[src/rtl/ray_gen_pkg.sv]
// Shared types and constants for the primary-ray generator: Q16.16 lanes,
// the packed three-lane vector and the frame-walk state encoding.
package ray_gen_pkg;

   localparam logic [31:0] Q_ONE     = 32'h0001_0000;
   localparam int unsigned FRAC_BITS = 16;

   localparam int unsigned LANE_W    = 32;
   localparam int unsigned NUM_LANES = 3;
   localparam int unsigned VEC_W     = LANE_W * NUM_LANES;
   localparam int unsigned X_LSB     = 0;
   localparam int unsigned Y_LSB     = 32;
   localparam int unsigned Z_LSB     = 64;

   typedef logic [VEC_W-1:0] vec3_t;

   typedef enum logic [1:0] {
      ST_IDLE = 2'd0,
      ST_EMIT = 2'd1,
      ST_FIN  = 2'd2
   } state_t;

   // Two's-complement lane add; carries out of bit 31 are discarded (wraps).
   function automatic logic [LANE_W-1:0] lane_add(input logic [LANE_W-1:0] a,
                                                  input logic [LANE_W-1:0] b);
      return a + b;
   endfunction

endpackage

[src/rtl/ray_gen_vec3_add.sv]
// Three-lane wrapping Q16.16 vector adder; lanes are independent, no carry
// crosses a lane boundary.
module vec3_add
   import ray_gen_pkg::*;
(
   input  vec3_t a,
   input  vec3_t b,
   output vec3_t sum
);

   always_comb begin
      sum = '0;
      sum[X_LSB +: LANE_W] = lane_add(a[X_LSB +: LANE_W], b[X_LSB +: LANE_W]);
      sum[Y_LSB +: LANE_W] = lane_add(a[Y_LSB +: LANE_W], b[Y_LSB +: LANE_W]);
      sum[Z_LSB +: LANE_W] = lane_add(a[Z_LSB +: LANE_W], b[Z_LSB +: LANE_W]);
   end

endmodule

[src/rtl/ray_gen.sv]
// Primary-ray generator: walks an H_RES x V_RES grid in raster order and
// streams one (origin, direction) ray per pixel over valid/ready.
module ray_gen
   import ray_gen_pkg::*;
#(
   parameter int H_RES = 640,
   parameter int V_RES = 480,
   parameter int XW    = 16
) (
   input  logic          clk,
   input  logic          rst_n,
   input  logic          start,
   input  vec3_t         cam_origin,
   input  vec3_t         dir_base,
   input  vec3_t         dir_du,
   input  vec3_t         dir_dv,
   output logic          busy,
   output logic          done,
   output logic          ray_valid,
   input  logic          ray_ready,
   output vec3_t         ray_origin,
   output vec3_t         ray_dir,
   output logic [XW-1:0] ray_col,
   output logic [XW-1:0] ray_row,
   output logic          ray_last
);

   localparam logic [XW-1:0] COL_MAX = XW'(H_RES - 1);
   localparam logic [XW-1:0] ROW_MAX = XW'(V_RES - 1);

   state_t        state_q, state_d;
   vec3_t         origin_q, origin_d;
   vec3_t         dir_q, dir_d;
   vec3_t         row_start_q, row_start_d;
   vec3_t         du_q, du_d;
   vec3_t         dv_q, dv_d;
   logic [XW-1:0] col_q, col_d;
   logic [XW-1:0] row_q, row_d;

   vec3_t         dir_step;
   vec3_t         row_next;

   vec3_add u_add_col (.a(dir_q),       .b(du_q), .sum(dir_step));
   vec3_add u_add_row (.a(row_start_q), .b(dv_q), .sum(row_next));

   always_ff @(posedge clk or negedge rst_n) begin
      if (!rst_n) begin
         state_q     <= ST_IDLE;
         origin_q    <= '0;
         dir_q       <= '0;
         row_start_q <= '0;
         du_q        <= '0;
         dv_q        <= '0;
         col_q       <= '0;
         row_q       <= '0;
      end else begin
         state_q     <= state_d;
         origin_q    <= origin_d;
         dir_q       <= dir_d;
         row_start_q <= row_start_d;
         du_q        <= du_d;
         dv_q        <= dv_d;
         col_q       <= col_d;
         row_q       <= row_d;
      end
   end

   always_comb begin
      state_d     = state_q;
      origin_d    = origin_q;
      dir_d       = dir_q;
      row_start_d = row_start_q;
      du_d        = du_q;
      dv_d        = dv_q;
      col_d       = col_q;
      row_d       = row_q;

      case (state_q)
         ST_IDLE: begin
            if (start) begin
               origin_d    = cam_origin;
               du_d        = dir_du;
               dv_d        = dir_dv;
               dir_d       = dir_base;
               row_start_d = dir_base;
               col_d       = '0;
               row_d       = '0;
               state_d     = ST_EMIT;
            end
         end
         ST_EMIT: begin
            // Next pixel is registered on the handshake edge itself.
            if (ray_ready) begin
               if (col_q != COL_MAX) begin
                  col_d = col_q + 1'b1;
                  dir_d = dir_step;
               end else if (row_q != ROW_MAX) begin
                  col_d       = '0;
                  row_d       = row_q + 1'b1;
                  row_start_d = row_next;
                  dir_d       = row_next;
               end else begin
                  state_d = ST_FIN;
               end
            end
         end
         ST_FIN:  state_d = ST_IDLE;
         default: state_d = ST_IDLE;
      endcase
   end

   // Status decoded from the state register so reset clears it asynchronously.
   assign busy       = (state_q != ST_IDLE);
   assign done       = (state_q == ST_FIN);
   assign ray_valid  = (state_q == ST_EMIT);
   assign ray_last   = ray_valid && (col_q == COL_MAX) && (row_q == ROW_MAX);
   assign ray_origin = origin_q;
   assign ray_dir    = dir_q;
   assign ray_col    = col_q;
   assign ray_row    = row_q;

endmodule
[config.mk]
export PLATFORM = sky130hd
export DESIGN_NAME = ray_gen
export DESIGN_NICKNAME = d
export VERILOG_FILES = /design/src/rtl/ray_gen_pkg.sv /design/src/rtl/ray_gen_vec3_add.sv /design/src/rtl/ray_gen.sv
export SDC_FILE = /design/constraint.sdc
export NUM_CORES = 2
export LEC_CHECK = 0
export ABC_AREA = 1
export BUFFER_PORTS_ARGS = -buffer_cell sky130_fd_sc_hd__buf_2
export CAP_MARGIN = 20
export CORE_MARGIN = 2
export CORE_UTILIZATION = 60
export DETAILED_ROUTE_END_ITERATION = 16
export PLACE_DENSITY = 0.85
export SYNTH_ARGS = -nofsm -noshare
export SYNTH_HDL_FRONTEND = slang
export SYNTH_SLANG_ARGS = --single-unit
[constraint.sdc]
create_clock -name clk -period 3.25 [get_ports clk]
set_input_delay 0.4875 -clock clk [delete_from_list [all_inputs] [get_ports clk]]
set_output_delay 0.4875 -clock clk [all_outputs]
set_load 0.1 [all_outputs]
==> run_results.csv <==
group,metric,value,unit
floorplanning,placementRows,88,
clock_tree,cts.sinks,514,
synth,synth-edff-count,0,
synth,ys_warn_count,0,
synth,ys_ff_latch,514,
timing,rsz0062_at_grt,"no",
worst_setup_path,cp_data_required_time,2.76,ns
layout,drive_above_1_share,20.2,%
drt,vias_per_cell,5.82,
clock_tree,root_buffer,"clkbuf_16",
grt,grt_pass1_wl,192000,um
timing,slew_viol_final,0,
clock_tree,clk_pin_slew,0.07,ns
synth,syn_inst,4648,
drt,dr_wl_met2,51200,um
clock_tree,cts_made_buffers,54,
timing,setup_tns,0,ns
synth,ys.flop_type,"dfrtp_1",
synth,syn_area,0.0349,sq mm
synth,yosysSeqAreaShare,36.8,%
grt,first_global_vias,32507,
grt,grt_max_degree,123,
timing,hold_viol,0,
layout,area_growth,16.7,%
drt,met3_length,19500,um
drt,first_iter_violations,4141,
grt,grt_usage,42.2,%
floorplanning,ios,616,
grt,antenna_found_initial,23,
synth,synth-async-reset-ratio,100,%
clock_tree,clockBufferDepth,3,
layout,layout_commonest_cell,"nand2_1",
drt,wl_per_cell,21.4,um
synth,syn_nets,5230,
synth,synthDistinctLibCells,51,
floorplanning,die_w,245,um
clock_tree,cts_tree,"done",
worst_setup_path,crit_chain,"ha_1 -> nand2_1 -> nor2_4 -> nand2_1 -> nor2_1 -> nand3_1 -> nor2_4 -> clkbuf_4",
clock_tree,clock_latency,0.63,ns
timing,skew,0.0169,ns
worst_setup_path,critPathMaxStageDelay,0.43,ns
timing,setup_violations,0,
worst_setup_path,critPathSlowestCell,"dfrtp_1",
timing,tightestPinTransition,1.04,ns
drt,finalWirelength,129000,um
run,maxCapViolCount,0,
worst_setup_path,path_class,"register to output pin",
drt,highest_layer,"met5",
worst_setup_path,arrival,2.62,ns
layout,final_cell_mix,"1410 x nand2_1, 613 x buf_2, 591 x inv_1",
floorplanning,die_area,0.0602,sq mm
clock_tree,htreeDepth,2,
floorplanning,core,0.0576,sq mm
timing,period_share,95.5,%
place,gp_congestion,1.03,
drt,drt-pass1-iter-count,9,
place,io_buffers,615,
synth,syn_area_per_cell,7.51,sq um
worst_setup_path,startpoint_type,"register",
worst_setup_path,crit_fanout,4,
drt,drc,0,
timing,post-route-min-period,3.10,ns
timing,max_slew_margin,30.5,%
hold_path,hold_path_class,"primary input to register",
floorplanning,initial_core_util,60.7,%
grt,overflow,0,
outcome,status,"finished clean",
drt,wl_met1,53200,um
timing,fmax,322,MHz
drt,ant_nets,0,
place,place_hpwl,103000,um
drt,dr_total_vias,35259,
layout,num-nets-final,5819,
floorplanning,dieHeight,245,um
worst_setup_path,endpoint_kind,"output pin",
==> Yosys cell counts (4+ instances only) <==
cell type / number / area, sq um
inv_1: 591 / 2220
xnor2_1: 42 / 368
nand3_2: 4 / 40.0
a21o_1: 5 / 37.5
o211ai_1: 17 / 128
clkbuf_1: 44 / 165
o21ai_1: 10 / 50.1
mux2_2: 288 / 3240
inv_2: 9 / 33.8
nand4_1: 33 / 206
and2_1: 6 / 37.5
nand3b_1: 25 / 188
fa_1: 6 / 120
buf_4: 8 / 60.1
a2bb2oi_1: 48 / 420
nand3_1: 329 / 1650
a41oi_2: 7 / 114
ha_1: 188 / 2350
nor3_1: 47 / 235
a31oi_1: 10 / 62.6
dfrtp_1: 514 / 12900
nand2_1: 1411 / 5300
xor2_1: 38 / 333
or2_0: 16 / 100
o21a_1: 17 / 128
o31ai_1: 9 / 67.6
buf_6: 8 / 90.1
or2_2: 9 / 56.3
buf_2: 59 / 295
nor2_1: 382 / 1430
o21ai_0: 96 / 480
o21bai_1: 43 / 323
nor2_2: 6 / 37.5
nor4_1: 10 / 62.6
o22ai_1: 4 / 25.0
a21oi_1: 288 / 1440
==> metrics by stage <==
step	worst slack (ns)	cells	util [%]	cell area, sq um	hold WS, ns
5_1_grt	0.0737	6058	70.8	40800	0.0781
2_1_floorplan	0.0296	4648	-	34900	0.192
3_3_place_gp	0.559	5944	67.5	38800	0.470
4_1_cts	0.0913	6039	70.7	40700	0.0592
3_5_place_dp	0.419	5944	67.5	38800	0.475
6_report	0.147	6059	70.8	40800	0.0867
==> final timing paths <==
check	startpoint	end	slack, ns	cells after the start
worst min register to register	row_start_q[67]$_DFFE_PN0P_	row_start_q[67]$_DFFE_PN0P_	0.49	2
min in group asynchronous	rst_n	ray_origin[27]$_DFFE_PN0P_	0.49	2
worst max-delay path	ray_row[0]$_DFFE_PN0P_	ray_last	0.15	8
worst max register to register	ray_row[0]$_DFFE_PN0P_	ray_col[7]$_DFFE_PN0P_	0.22	12
max in group asynchronous	rst_n	du_q[49]$_DFFE_PN0P_	1.78	3
worst min-delay path	dir_du[36]	du_q[36]$_DFFE_PN0P_	0.09	2
==> flip-flops by register name, summed over array words and instances, names as in the netlist <==
register     cells
state_q          2
dv_q            96
ray_dir         96
ray_col         16
ray_row         16
row_start_q     96
ray_origin      96
du_q            96
==> layer usage <==
metal | global-route usage [%] | vias up
li1 | - | 16281
met1 | 61.6 | 16432
met2 | 57.3 | 2265
met3 | 13.3 | 277
met4 | 17.5 | 4
met5 | 0 | -
==> cell families (layout without fill, tap and decap cells) <==
group	count (synthesis)	count (layout)	share of synthesized area, %
simple gates	2289	2289	27.0
buf+inv	721	1348	8.22
compound gates	561	561	9.55
flops	514	514	36.8
mux	289	289	9.31
fa+ha+maj	194	194	7.08
xor+xnor	80	80	2.01
other cells	0	19	0
==> worst max-delay path, delay by kind of cell (launching register included) <==
family	cells	cell delay [ns]
AND/OR/NAND/NOR	6	0.92
buffers and inverters	1	0.39
flip-flops	1	0.43
adder cells (fa/ha/maj)	1	0.24
==> repair_timing <==
item,CTS,global route
hold buffers,1,0
endpoints found under the hold margin,64,0
endpoints found under the setup margin,0,1
gates resized for setup,0,1
buffers inserted,0,0
==> area by class of cell <==
| class | instances | area, sq um |
|---|---|---|
| Multi-Input combinational cell | 3413 | 19200 |
| Fill cell | 4824 | 16800 |
| Sequential cell | 514 | 12900 |
| Timing Repair Buffer | 654 | 3590 |
| Inverter | 600 | 2260 |
| Clock buffer | 76 | 1540 |
| Tap cell | 765 | 957 |
| Clock inverter | 18 | 309 |
| Antenna cell | 19 | 47.5 |
Power is left out: the tool's default activity adds up to more than one toggle a clock period on the data nets, which glitch-free logic cannot reach.
